--- src/rtl/edid_hpd_controller.sv ---
// EDID EEPROM write sequencer: copies the default image from ROM after reset,
// then forwards host writes and drives HDMI hot-plug-detect.
module edid_hpd_controller #(
    parameter int unsigned g_size           = 128,
    parameter bit          g_auto_checksum  = 1'b1,
    parameter logic [15:0] g_hpd_low_cycles = 16'd50000
) (
    input  logic       clk_sys_i,
    input  logic       rst_i,
    output logic [7:0] rom_addr_o,
    input  logic [7:0] rom_data_i,
    input  logic [7:0] host_addr_i,
    input  logic [7:0] host_data_i,
    input  logic       host_wr_i,
    output logic       host_ready_o,
    input  logic       host_commit_i,
    input  logic       hdmi_p5v_i,
    output logic [7:0] edid_addr_o,
    output logic [7:0] edid_data_o,
    output logic       edid_wr_o,
    output logic       hpd_o,
    output logic       busy_o
);

    localparam logic [7:0] LAST_ADDR = 8'(g_size - 1);

    typedef enum logic [1:0] {
        ST_COPY     = 2'd0,
        ST_HPD_WAIT = 2'd1,
        ST_READY    = 2'd2
    } state_t;

    state_t      state_q, state_d;
    logic [7:0]  rom_addr_q, rom_addr_d;
    logic        issue_done_q, issue_done_d;
    logic [7:0]  edid_addr_q, edid_addr_d;
    logic [7:0]  edid_data_q, edid_data_d;
    logic        edid_wr_q, edid_wr_d;
    logic        hpd_q, hpd_d;
    logic [7:0]  checksum_q, checksum_d;
    logic [1:0]  p5v_sync_q, p5v_sync_d;
    logic        commit_pending_q, commit_pending_d;
    logic [15:0] cnt_q, cnt_d;

    logic p5v_s;
    logic copy_wr_c;
    logic last_copy_c;

    assign p5v_s = p5v_sync_q[1];

    always_ff @(posedge clk_sys_i or posedge rst_i) begin
        if (rst_i) begin
            state_q          <= ST_COPY;
            rom_addr_q       <= 8'd0;
            issue_done_q     <= 1'b0;
            edid_addr_q      <= 8'd0;
            edid_data_q      <= 8'd0;
            edid_wr_q        <= 1'b0;
            hpd_q            <= 1'b0;
            checksum_q       <= 8'd0;
            p5v_sync_q       <= 2'b00;
            commit_pending_q <= 1'b0;
            cnt_q            <= 16'd0;
        end else begin
            state_q          <= state_d;
            rom_addr_q       <= rom_addr_d;
            issue_done_q     <= issue_done_d;
            edid_addr_q      <= edid_addr_d;
            edid_data_q      <= edid_data_d;
            edid_wr_q        <= edid_wr_d;
            hpd_q            <= hpd_d;
            checksum_q       <= checksum_d;
            p5v_sync_q       <= p5v_sync_d;
            commit_pending_q <= commit_pending_d;
            cnt_q            <= cnt_d;
        end
    end

    always_comb begin
        state_d          = state_q;
        rom_addr_d       = rom_addr_q;
        issue_done_d     = issue_done_q;
        edid_addr_d      = edid_addr_q;
        edid_data_d      = edid_data_q;
        edid_wr_d        = 1'b0;
        checksum_d       = checksum_q;
        p5v_sync_d       = {p5v_sync_q[0], hdmi_p5v_i};
        commit_pending_d = commit_pending_q;
        cnt_d            = cnt_q;

        case (state_q)
            ST_COPY: begin
                if (host_commit_i) commit_pending_d = 1'b1;
                // Issue side: one ROM address per cycle, write lands a cycle later
                if (!issue_done_q) begin
                    edid_wr_d   = 1'b1;
                    edid_addr_d = rom_addr_q;
                    if (rom_addr_q == LAST_ADDR) issue_done_d = 1'b1;
                    else rom_addr_d = rom_addr_q + 8'd1;
                end
                if (edid_wr_q && edid_addr_q != LAST_ADDR)
                    checksum_d = checksum_q + rom_data_i;
                if (edid_wr_q && edid_addr_q == LAST_ADDR) begin
                    state_d          = ST_HPD_WAIT;
                    cnt_d            = g_hpd_low_cycles;
                    commit_pending_d = 1'b0;
                end
            end
            ST_HPD_WAIT: begin
                edid_wr_d = host_wr_i;
                if (host_wr_i) begin
                    edid_addr_d = host_addr_i;
                    edid_data_d = host_data_i;
                end
                if (host_commit_i) cnt_d = g_hpd_low_cycles;
                else if (cnt_q <= 16'd1) state_d = ST_READY;
                else cnt_d = cnt_q - 16'd1;
            end
            ST_READY: begin
                edid_wr_d = host_wr_i;
                if (host_wr_i) begin
                    edid_addr_d = host_addr_i;
                    edid_data_d = host_data_i;
                end
                if (host_commit_i) begin
                    state_d = ST_HPD_WAIT;
                    cnt_d   = g_hpd_low_cycles;
                end
            end
            default: state_d = ST_COPY;
        endcase

        // Based on next state so the low time equals the HPD_WAIT dwell exactly
        hpd_d = (state_d == ST_READY) && p5v_s;
    end

    // Copy writes take ROM data straight from the synchronous ROM's output
    assign copy_wr_c   = (state_q == ST_COPY) && edid_wr_q;
    assign last_copy_c = g_auto_checksum && (edid_addr_q == LAST_ADDR);

    always_comb begin
        edid_data_o = edid_data_q;
        if (copy_wr_c) edid_data_o = last_copy_c ? 8'(8'd0 - checksum_q) : rom_data_i;
    end

    assign rom_addr_o   = rom_addr_q;
    assign edid_addr_o  = edid_addr_q;
    assign edid_wr_o    = edid_wr_q;
    assign hpd_o        = hpd_q;
    assign host_ready_o = (state_q != ST_COPY);
    assign busy_o       = (state_q != ST_READY);

endmodule
--- config.mk ---
export PLATFORM = sky130hd
export DESIGN_NAME = edid_hpd_controller
export DESIGN_NICKNAME = d
export VERILOG_FILES = /design/src/rtl/edid_hpd_controller.sv
export SDC_FILE = /design/constraint.sdc
export NUM_CORES = 1
export LEC_CHECK = 0
export BUFFER_PORTS_ARGS = -buffer_cell sky130_fd_sc_hd__buf_2
export CAP_MARGIN = 20
export CELL_PAD_IN_SITES_DETAIL_PLACEMENT = 1
export CELL_PAD_IN_SITES_GLOBAL_PLACEMENT = 1
export CORE_MARGIN = 3
export CORE_UTILIZATION = 39
export CTS_CLUSTER_SIZE = 40
export DETAILED_ROUTE_END_ITERATION = 7
export PLACE_DENSITY = 0.82
export SLEW_MARGIN = 20
export SYNTH_ARGS = -nofsm -noshare
export SYNTH_HDL_FRONTEND = slang
export SYNTH_SLANG_ARGS = --single-unit
--- constraint.sdc ---
create_clock -name clk_sys_i -period 1.9 [get_ports clk_sys_i]
set_input_delay 0.095 -clock clk_sys_i [delete_from_list [all_inputs] [get_ports clk_sys_i]]
set_output_delay 0.095 -clock clk_sys_i [all_outputs]
set_load 0.02 [all_outputs]
**Word level (Yosys, flattened, before mapping)**

Index checks and enable logic that the tools add are counted.

- Add/sub/neg operators: 4
- Order comparisons: 1
- Equal/unequal tests: 12
- Muxes and demuxes: 19
- Bitwise gates (word level): 2
- Reductions and logical operators: 14

Operator list:

| kind | number |
|---|---|
| 2-to-1 mux 16 bit | 4 |
| case mux 16 bit (3 select lines) | 1 |
| 2-to-1 mux 8 bit | 4 |
| equality test 8 x 7 -> 1 bit (second input constant) | 2 |
| <= comparator 16 x 1 -> 1 bit (second input constant) | 1 |
| case mux 8 bit (2 select lines) | 1 |
| subtractor 16 x 1 -> 16 bit (second input constant) | 1 |
| adder 8 x 1 -> 8 bit (second input constant) | 1 |
| adder 8 bit | 1 |
| 2-to-1 mux 2 bit | 4 |
| != test 2 bit (second input constant) | 4 |
| != test 8 x 7 -> 1 bit (second input constant) | 1 |
| subtractor 1 x 8 -> 8 bit (first input constant) | 1 |
| case mux 2 bit (3 select lines) | 1 |
| AND reduction 3 bit | 2 |
| equality test 2 bit (second input constant) | 2 |
| logical AND 1 bit | 4 |
| AND reduction 2 bit | 2 |
| AND reduction 4 bit | 1 |
| nonzero test 2 bit | 2 |
| 2-to-1 mux 1 bit | 3 |
| != test 3 bit (second input constant) | 1 |
| nonzero test 3 bit | 1 |
| equality test 2 x 1 -> 1 bit (second input constant) | 1 |
| 5 further kinds | 6 |

- Register bits: 55
- Input port bits: 29
- Output and inout port bits: 28
- Word-level logic and storage cells: 62

**Depth between registers and ports, before layout**

- Word-level depth: 6
- Depth in mapped cells: 9
- Depth with buffers taken out: 8

**Worst setup path after synthesis**

OpenSTA, ideal clock, no wires.

- Kind: reg2reg
- From: register cnt_q[0]
- To: register cnt_q[12]
- Setup time: 0.129 ns
- Data arrival time: 1.790 ns
- Slack: -0.020 ns
- Stages on the path, launching flop included: 8
- Period minus slack after synthesis: 1.920 ns
- Cell sequence: dfrtp_1 -> inv_1 -> ha_1 -> or3b_1 -> or3_1 -> o21a_1 -> o31ai_1 -> o21ai_1

- Cells in the longest elaborated chain, start to end: 4
- Elaborated cells on any way between the ends: 7
- Those cells by class: 1 x add/sub; 1 x order compare; 1 x eq/ne; 3 x mux; 1 x reduce/logical

RTL lines:

| element | line | text |
|---|---|---|
| from (decl) | 43 | `logic [15:0] cnt_q, cnt_d;` |
| from (signal assigned) | 75 | `cnt_q <= cnt_d;` |
| subtractor 16 x 1 -> 16 bit | 117 | `else cnt_d = cnt_q - 16'd1;` |
| 2-to-1 mux 16 bit | 116 | `else if (cnt_q <= 16'd1) state_d = ST_READY;` |
| 2-to-1 mux 16 bit | 115 | `if (host_commit_i) cnt_d = g_hpd_low_cycles;` |
| case mux 16 bit (3 select lines) | 91 | `case (state_q)` |

Several ways; a longest one is shown, not always the timed one. The select of a mux whose other input is x is not followed.
A chain may end at the register's enable or synchronous reset.

**Final worst setup path**

- From: register cnt_q[1]
- To: register hpd_q, in the netlist hpd_o

- Cells in the longest elaborated chain, start to end: 6

RTL lines:

| element | line | text |
|---|---|---|
| <= comparator 16 x 1 -> 1 bit | 116 |  |
| 2-to-1 mux 2 bit | 116 |  |
| 2-to-1 mux 2 bit | 115 |  |
| case mux 2 bit (3 select lines) | 91 |  |
| net state_d[1] | 33 | `state_t state_q, state_d;` |
| equality test 2 bit | 134 | `hpd_d = (state_d == ST_READY) && p5v_s;` |
| logical AND 1 bit | 134 |  |
| net hpd_d | 39 | `logic hpd_q, hpd_d;` |
| to (signal assigned) | 71 | `hpd_q <= hpd_d;` |
| to (decl) | 39 |  |

The timed path passes the listed nets, and every way through them passes these cells.

==> impl_metrics.json <==
{
  "status": "complete, but fails checks",
  "failed_checks": "hold timing, setup timing",
  "cpMaxStageDelayCell": "dfrtp_1",
  "netlist_instances": 339,
  "hold_path.class": "primary input to flip-flop",
  "p_per_area_nw_per_um2": 1430,
  "die_area_um2": 9470,
  "cp_num_buf_inv": 4,
  "grt_pass1_wl_mm": 17.9,
  "syn2layout_area_growth_pct": 57.1,
  "finalWirelength_mm": 13.9,
  "timing.hold.ws_ns": -0.00333,
  "critPathTopFamily": "simple AND/OR/NAND/NOR gates",
  "period_share_pct": 107,
  "initial_utilization_pct": 41.0,
  "fill_cells": 853,
  "syn_nets": 384,
  "clk_pin_slew_ns": 0.11,
  "core_um2": 7930,
  "critPathCaptureType": "flip-flop",
  "ant_nets": 0,
  "dr.pass1.iters": 4,
  "fin_util_pct": 64.5,
  "worstSetupPathType": "flip-flop to flip-flop",
  "ys_warn_count": 0,
  "synth_cell_type_count": 51,
  "cts_tree": "yes",
  "clockBufferDepth": 2,
  "finalHoldViolations": 2,
  "syn_area_um2": 3250,
  "setup_ws_ns": -0.141,
  "ys_async_sr_fraction_pct": 100,
  "die_y_um": 97.3,
  "h-tree-depth": 2,
  "crit_path_frequent_cell": "buf_4",
  "worstPathCellList": "inv_2, ha_4, buf_6, nor2_4, nor4_4, buf_4, nand4_1, buf_4, a21oi_4, and3b_1",
  "clock_latency_ns": 0.33,
  "mostFrequentLayoutCell": "buf_4",
  "hpwlAfterDp_mm": 7.23,
  "layout.cells.most_common_list": "62 x buf_4, 52 x dfrtp_1, 49 x buf_2",
  "dp.cells": 524,
  "cp.required_ns": 2.18,
  "fin_skew_ns": 0.0117,
  "placedInstanceArea_um2": 3960,
  "synth_edf_count": 0,
  "slew_headroom_pct": 60.2,
  "ys_seq_area_share_pct": 42.3,
  "synthFlopType": "dfrtp_1",
  "finalPower_uw": 7290,
  "worstMarginPinSlew_ns": 0.596,
  "cts_buffers": 5,
  "critPathLaunchType": "flip-flop",
  "ctsRootBufferMaster": "clkbuf_8",
  "io_pins": 57,
  "drive_gt1_share_pct": 51.7,
  "antenna_found_initial": 0,
  "final_cells": 576,
  "die_x_um": 97.3,
  "num_rows": 32,
  "worstPathArrival_ns": 2.32,
  "ys_ff_latch": 55,
  "via_count": 3356,
  "drtIter0Drc": 99,
  "setup_viol": 27,
  "via_per_inst": 5.83,
  "place.gp.congestion": 0.849,
  "post-place-ws_ns": -0.146,
  "fin_crit_ns": 2.04,
  "n_antenna_cell": 0,
  "fmax_mhz": 490,
  "cpPeakStageDelay_ns": 0.41,
  "leakage_uw": 0.00215,
  "routedWlPerCell_um": 24.1,
  "maxSlewViolCount": 0,
  "nets": 518,
  "port_buffers": 56,
  "max_cap_viol_count": 0,
  "overflow": 0,
  "critPathMaxFanout": 3,
  "rsz0062_at_grt": "yes",
  "worst-r2r-setup-slack_ns": -0.14,
  "grt_pass1_vias": 3480,
  "cts.sinks": 55,
  "syn_avg_cell_area_um2": 9.59,
  "grt_usage_pct": 23.1,
  "vdd_ir_drop_max_mv": 0.828,
  "fin_area_um2": 5110,
  "route.detailed.drc": 0,
  "grt_max_degree": 33
}
## timing repair
item | in CTS | in global routing
cloned | 1 | 5
endpoints found under the hold margin | 26 | 0
buffers inserted | 17 | 20
resized for setup | 63 | 83
pin swaps | 17 | 46
hold buffers | 4 | 0
endpoints found under the setup margin | 36 | 30
## sequential cells by signal, indices dropped and copies added (netlist names)
register	count
checksum_q	8
cnt_q	16
edid_addr_o	8
edid_data_q	8
edid_wr_o	1
hpd_o	1
issue_done_q	1
p5v_sync_q	2
rom_addr_o	8
state_q	2
## final timing paths
path                                 from        endpoint  cells past startpoint
max                              cnt_q[1]           hpd_o                     10
min                        host_data_i[4]  edid_data_q[4]                      2
max reg2reg                      cnt_q[1]           hpd_o                     10
min reg2reg                 p5v_sync_q[0]   p5v_sync_q[1]                      0
max in group asynchronous           rst_i      state_q[1]                      4
min in group asynchronous           rst_i   rom_addr_o[4]                      3
## cell usage after synthesis (3+ instances only)
| cell type | count | area share [%] |
|---|---|---|
| dfrtp_1 | 55 | 42 |
| nand2_1 | 36 | 4.2 |
| o21ai_0 | 29 | 4.5 |
| nor2_1 | 24 | 2.8 |
| mux2i_1 | 16 | 4.9 |
| ha_1 | 15 | 5.8 |
| inv_1 | 14 | 1.6 |
| nor3_1 | 13 | 2.0 |
| a21oi_1 | 12 | 1.8 |
| o31ai_1 | 12 | 2.8 |
| mux2_2 | 10 | 3.5 |
| xnor2_1 | 8 | 2.2 |
| xor2_1 | 8 | 2.2 |
| clkbuf_1 | 7 | 0.81 |
| or3_1 | 7 | 1.3 |
| nand3_1 | 6 | 0.92 |
| nand4_1 | 6 | 1.2 |
| o21a_1 | 6 | 1.4 |
| o22a_1 | 5 | 1.3 |
| buf_2 | 4 | 0.62 |
| o41ai_1 | 4 | 1.1 |
| or2_2 | 3 | 0.58 |
## report_power, final
group          switching [uW]  leakage [uW]  internal, uW
clock                     438     0.0000402           258
sequential                444      0.000664          1580
combinational            2480       0.00144          2090
total                    3360       0.00215          3930
## layout make-up
class	instances	area, um2	area share [%]
Clock buffer	5	68.8	1.35
Clock inverter	3	20.0	0.392
Inverter	14	52.6	1.03
Multi-Input combinational cell	255	2310	45.2
Sequential cell	55	1380	27.0
Tap cell	102	128	2.50
Timing Repair Buffer	142	1150	22.6
## stage by stage
stage / TNS (ns) / hold slack [ns]
after floorplan: 0 / 0.126
after global placement: -0.0108 / 0.173
after detailed placement: -1.24 / 0.191
after CTS: -0.785 / 0.00184
after global routing: -4.14 / -0.00863
final: -2.12 / -0.00333
## kinds of logic after synthesis
kind of cell	after synthesis	share of synthesized area [%]
flip-flops	55	42.3
adder cells (fa/ha/maj)	16	6.39
AO/OA/AOI/OAI	85	17.2
XOR/XNOR	16	4.31
buffers and inverters	29	4.00
multiplexers	26	8.39
AND/OR/NAND/NOR	112	17.4
## layer usage
metal | global-route usage, % | vias up | share of wire, % | routed length [um]
met3 | 3.88 | 38 | 3.1 | 436
met4 | 8.31 | 0 | 4.2 | 583
li1 | - | 1497 | - | -
met2 | 42.1 | 93 | 56 | 7720
met5 | 0 | - | 0 | 0
met1 | 27.1 | 1728 | 37 | 5140
Power figures use the tool's default switching activity.
